## config.mk

```make
export PLATFORM = sky130hd
export DESIGN_NAME = perf_snapshot_unit
export DESIGN_NICKNAME = d
export VERILOG_FILES = /design/src/rtl/perf_snapshot_unit.sv
export SDC_FILE = /design/constraint.sdc
export NUM_CORES = 2
export LEC_CHECK = 0
export CAP_MARGIN = 20
export CORE_MARGIN = 2
export CORE_UTILIZATION = 54
export DETAILED_ROUTE_END_ITERATION = 16
export PLACE_DENSITY = 0.76
export SYNTH_ARGS = -nofsm -noshare
export SYNTH_HDL_FRONTEND = slang
export SYNTH_SLANG_ARGS = --single-unit
```

## constraint.sdc

```tcl
create_clock -name clk -period 3.9 [get_ports clk]
set_clock_uncertainty 0.1 [all_clocks]
set_input_delay 0.78 -clock clk [delete_from_list [all_inputs] [get_ports clk]]
set_output_delay 0.78 -clock clk [all_outputs]
set_load 0.1 [all_outputs]
```

## src/rtl/perf_snapshot_unit.sv

```systemverilog
// perf_snapshot_unit: captures the seven cache perf counters atomically and
// streams them as an 8-word framed snapshot (header + 7 data words) over valid/ready.
module perf_snapshot_unit #(
  parameter int CNT_W = 32
) (
  input  logic             clk,
  input  logic             rst_n,
  input  logic             snap_req,
  input  logic             delta_mode,
  input  logic [CNT_W-1:0] hits,
  input  logic [CNT_W-1:0] misses,
  input  logic [CNT_W-1:0] evictions,
  input  logic [CNT_W-1:0] dirty_evictions,
  input  logic [CNT_W-1:0] predictor_hits,
  input  logic [CNT_W-1:0] predictor_misses,
  input  logic [CNT_W-1:0] stale_events,
  output logic             out_valid,
  input  logic             out_ready,
  output logic [CNT_W-1:0] out_data,
  output logic             out_last,
  output logic [2:0]       out_index,
  output logic             busy,
  output logic [7:0]       drop_count
);
  typedef enum logic [1:0] {IDLE, HDR, DATA} state_t;
  state_t state, state_nx;
  logic [2:0] idx, idx_nx;
  logic [6:0][CNT_W-1:0] cur, prev, pay;
  logic [15:0] seq, hdr_seq;
  logic delta_q, accept, xfer;
  assign cur = {stale_events, predictor_misses, predictor_hits, dirty_evictions,
                evictions, misses, hits};
  assign xfer = out_valid && out_ready;
  // A request coinciding with the final handshake chains a new frame with no bubble
  assign accept = snap_req && (state == IDLE || (out_last && out_ready));
  always_comb begin
    state_nx = state;
    idx_nx = idx;
    if (accept) begin
      state_nx = HDR;
      idx_nx = 3'd0;
    end else if (xfer) begin
      state_nx = (idx == 3'd7) ? IDLE : DATA;
      idx_nx = idx + 3'd1;
    end
  end
  always_comb begin
    out_valid = state != IDLE;
    busy = state != IDLE;
    out_index = idx;
    out_last = state == DATA && idx == 3'd7;
    out_data = state == HDR ? {8'hA5, 4'd7, 3'b000, delta_q, hdr_seq} :
               state == DATA ? pay[idx - 3'd1] : '0;
  end
  always_ff @(posedge clk or negedge rst_n) begin
    if (!rst_n) begin
      state <= IDLE;
      idx <= '0;
    end else begin
      state <= state_nx;
      idx <= idx_nx;
    end
  end
  always_ff @(posedge clk or negedge rst_n) begin
    if (!rst_n) begin
      prev <= '0;
      pay <= '0;
      seq <= '0;
      hdr_seq <= '0;
      delta_q <= 1'b0;
      drop_count <= '0;
    end else begin
      if (accept) begin
        for (int i = 0; i < 7; i++) pay[i] <= delta_mode ? cur[i] - prev[i] : cur[i];
        prev <= cur;
        delta_q <= delta_mode;
        hdr_seq <= seq;
        seq <= seq + 16'd1;
      end else if (snap_req && drop_count != 8'hFF) begin
        drop_count <= drop_count + 8'd1;
      end
    end
  end
endmodule

```

Yosys cells after proc, flatten, opt, wreduce, memory -nomap -nowiden. Cells that the tools add are included.

Word-level logic and storage cells: 63. Memories kept: 0. Register bits after elaboration: 494. Bits in read-only memories: 0. Memory bits (writable): 0. Bits in latches: 0.

Div/mod/pow operators: 0. Shift-type cells: 0. $add $sub $neg: 11. Multipliers: 0. Reductions and logical operators: 10. Multiplexer cells: 16. Bitwise gates (word level): 1. Eq/ne operators: 4. Order comparisons: 1.

Operators by type and width (count): $mux W32 (10); $sub A32 B32 Y32 (7); $bmux W32 S3 (1); $add A16 B1 Y16 const B (1); $add A8 B1 Y8 const B (1); $ne A8 B8 Y1 const B (1); $mux W2 (3); $mux W3 (2); $logic_and A1 B1 Y1 (5); $lt A3 B4 Y1 const B (1); $reduce_bool A2 Y1 (2); $add A3 B1 Y3 const B (1); $eq A3 B3 Y1 const B (1); $sub A3 B1 Y3 const B (1); $eq A2 B1 Y1 const B (1); $eq A2 B2 Y1 const B (1); $logic_not A2 Y1 (1); $reduce_and A2 Y1 (1); $logic_or A1 B1 Y1 (1); $not A1 Y1 (1).

Longest topological paths before layout.
Word-level depth: 7. Mapped depth: 14. Depth with buffers taken out: 14.

Least setup slack after synthesis. Ideal clock, no wire load.

Path type: register -> output. Start point: register idx[0], in the netlist out_index[0]. End point: output out_data[17]. Arrival: 6024 ps. Buffers on the path: 5. Path slack: -3004 ps. Required time: 3020 ps. Stages on the path, launching flop included: 12. Path through: dfrtp_1 clkbuf_1 buf_1 clkinv_1 clkbuf_1 ha_1 clkbuf_1 buf_1 mux2i_1 nor2_1 a21oi_1 a211oi_1.

Word-level cells in the longest chain between the ends: 5.

Ends and longest elaborated chain: start, declared (RTL line 27) `logic [2:0] idx, idx_nx;`; start signal, assigned (RTL line 61) `idx <= idx_nx;`; $sub A3 B1 Y3 (RTL line 53) `state == DATA ? pay[idx - 3'd1] : '0;`; $bmux W32 S3 (RTL line 53); $mux W32 (not written as such) (RTL line 53); $mux W32 (RTL line 53); $mux W32 (RTL line 52) `out_data = state == HDR ? {8'hA5, 4'd7, 3'b000, delta_q, hdr_seq} :`; end, declared (RTL line 19) `output logic [CNT_W-1:0] out_data,`.

No other way between the ends. The select of a mux whose other input is x is not followed.

Final worst setup path.
Start point: register idx[1], in the netlist out_index[1]. End point: output out_data[12].

Same word-level chain as after synthesis.

==> results.tsv <==
stage	metric	value	unit
run_status	status	complete, no violations	
sta	Max Freq	259	MHz
layout	area growth from synthesis to layout	25.9	%
layout	Design Area, Final	0.0415	sq mm
cts	total CTS buffers	56	
layout	FF+latch area	0.0124	sq mm
min_path	Hold Crit Class	input pin to asynchronous set/reset pin	
yosys	Synth Warn #	0	
cts	clk sinks	494	
yosys	dominant cells by area after synthesis	dfrtp_1, ha_1, o21ai_0	
route	drt total wl	99200	um
pwr	Max rail drop VDD	0.788	mV
global_routing	number of global-route vias before repair	28900	
critical_path	Worst Setup SP	out_index[1]	
yosys	ys flop type	dfrtp_1	
layout	Fillers	4659	
yosys	count leader, synth	nand2_1	
pwr	Leak	0.0195	uW
yosys	number of synthesized flops with an enable pin	0	
sta	Worst-Margin Slew	0.976	ns
cts	Clk Latency, worst-skew pair	0.64	ns
global_routing	grt ovf	0	
yosys	Cell Area, Synth	0.0330	sq mm
sta	count of final hold-check violations	0	
route	detailed-route vias per instance	5.79	
sta	max-slew violations	0	
pwr	pwr/cell area	1010	mW/mm^2
yosys	Yosys cell types	82	
route	first drt pass iteration count	6	
sta	minimum clock period	3.87	ns
global_routing	first-pass GRT wire length	156000	um
die	Die X	251	um
sta	fin crit share	99.2	%
layout	share of cells above drive strength 1	13.4	%
die	Initial Util	54.6	%
yosys	Synth Instances	3896	
yosys	most frequent cells after synthesis	nand2_1, o21ai_0, dfrtp_1	
critical_path	CP arrival	2.99	ns
layout	NumNets Final	4844	
cts	clock slew seen by the registers of the worst setup and hold paths	0.06	ns
die	number of placement rows	90	
critical_path	flop2flop setup slack	0.49	ns
critical_path	Setup crit end kind	primary output	
critical_path	R2R depth	13	
yosys	Synth async-reset ratio	100	%
route	DRT iter0 DRCs	2523	
critical_path	Max FO, Critical Path	17	
route	routed len/inst	19.0	um
placement	DPL Wire Length	74100	um
route	total number of vias	30200	
yosys	area leader, netlist	dfrtp_1	
route	DRC viols	0	
placement	Post-DP Area	0.0395	sq mm
placement	Port Buffers	274	
yosys	sequential-to-total area share from yosys stat	37.5	%
yosys	Syn Area/Cell	8.46	sq um
yosys	Synth top area share	37.5	%
critical_path	Critical-path top delay cell	o211ai_1	
sta	Final setup viols	0	
yosys	Syn Nets	4354	
critical_path	critical-path cell list	inv_1 -> ha_4 -> buf_16 -> mux2i_1 -> o211ai_1 -> o21ai_1 -> o21ai_4 -> buf_12	
sta	worst hold slack	0.0704	ns
critical_path	Required @ worst endpoint	3.02	ns
layout	multi-input logic area	0.0193	sq mm
cts	root buffer cell	clkbuf_16	
sta	Worst slew margin	34.9	%
critical_path	worst r2r src	prev[161]	
critical_path	CP startpoint kind	flop	
critical_path	Crit Path Category	flop to primary output	
die	Die ar.	0.0630	sq mm
cts	CTS tree	done	
critical_path	cell family with most CP delay	compound AO/OA/AOI/OAI gates	
job	max-cap violations	0	
critical_path	reg2reg end	pay[191]	
cts	hold buffers post-CTS	0	
die	core area	0.0604	sq mm
yosys	Yosys reg bits	494	
global_routing	total track usage	31.2	%
cts	H-Tree Depth	2	
die	die height	251	um
critical_path	Critical Path Max Stage Delay	0.47	ns
cts	Bufs on Longest Clock Path	3	
critical_path	WP buf/inv	3	
global_routing	largest net degree at the start of global routing	151	
placement	RD Place Congestion	0.964	
route	antenna-violating nets left	0	
pwr	overall power	41800	uW
global_routing	initial antenna violation count	10	
die	IO Count	275	
cells by family (layout without fill, tap and decap cells):
group | after synthesis | after routing | synth area share (%)
mux | 181 | 181 | 6.73
buf+inv | 456 | 991 | 5.23
flops | 494 | 494 | 37.5
compound gates | 1191 | 1191 | 21.3
other cells | 0 | 3 | 0
fa+ha+maj | 229 | 229 | 8.85
simple gates | 1149 | 1149 | 15.1
xor+xnor | 196 | 196 | 5.23
state kept, by name, summed over array words and instances, names as in the netlist:
register	count
delta_q	1
drop_count	8
hdr_seq	16
out_index	3
pay	224
prev	224
seq	16
state	2
where the power goes:
group	switching (uW)	total [uW]	internal [uW]
Sequential	1400	8870	7470
Combinational	16400	27600	11200
Clock	2290	5370	3080
how the worst max path moves through the flow:
stage	end	slack, ns	depth (start not counted)
2_1_floorplan	out_data[10]	0.05	10
3_3_place_gp	pay[26]	-0.33	16
3_5_place_dp	pay[30]	-0.39	15
4_1_cts	out_data[19]	0.05	6
5_1_grt	out_data[20]	-0.002	10
6_report	out_data[12]	0.03	8
placed cells by master (no fill, tap or decap), types with 15 or more instances in the layout:
| cell type | count |
|---|---|
| o21a_1 | 32 |
| nor3_1 | 51 |
| nor2b_1 | 34 |
| mux4_2 | 32 |
| nand4_1 | 21 |
| and3_1 | 52 |
| a21o_1 | 110 |
| nand2b_1 | 30 |
| a211oi_1 | 28 |
| mux2i_1 | 145 |
| clkbuf_16 | 58 |
| nand3_1 | 45 |
| ha_1 | 221 |
| a31oi_1 | 25 |
| a21oi_1 | 281 |
| o21ai_0 | 494 |
| xor2_1 | 65 |
| o21bai_1 | 15 |
| dfrtp_1 | 493 |
| o211ai_1 | 36 |
| nand2_1 | 660 |
| xnor2_1 | 129 |
| clkdlybuf4s50_1 | 234 |
| o21ai_4 | 24 |
| buf_12 | 48 |
| buf_4 | 335 |
| o21ai_1 | 20 |
| a21boi_0 | 15 |
| nor2_1 | 193 |
| clkinv_2 | 18 |
| inv_1 | 262 |
cell type report:
cell class                      count  area share, %
Antenna cell                        3         0.0181
Tap cell                          782           2.36
Sequential cell                   494           29.8
Multi-Input combinational cell   2946           46.6
Clock buffer                       71           3.83
Timing Repair Buffer              624           14.4
Inverter                          264           2.40
Clock inverter                     32          0.658
timing repair:
item / 4_1_cts / 5_1_grt
endpoints found under the setup margin: 26 / 12
cloned: 1 / 1
gates resized for setup: 9 / 9
buffers inserted: 0 / 3
pin swaps: 0 / 3
per-layer routing:
| metal | up-vias | track usage (%) | part of all wire, % |
|---|---|---|---|
| met5 | - | 0 | 0.048 |
| met4 | 8 | 12.1 | 4.2 |
| met3 | 193 | 5.82 | 7.9 |
| met2 | 999 | 48.1 | 44 |
| met1 | 14500 | 43.8 | 44 |
| li1 | 14500 | - | - |
per-stage QoR:
stage	TNS [ns]	utilization, %	setup slack, ns	instances
floorplan	0	-	0.0498	3896
CTS	0	68.6	0.0513	5209
global route	-0.00367	68.7	-0.00195	5216
global placement	-6.89	65.4	-0.333	5105
finish	0	68.7	0.0320	5216
detailed placement	-10.17	65.4	-0.393	5105
Power figures use the tool's default switching activity.
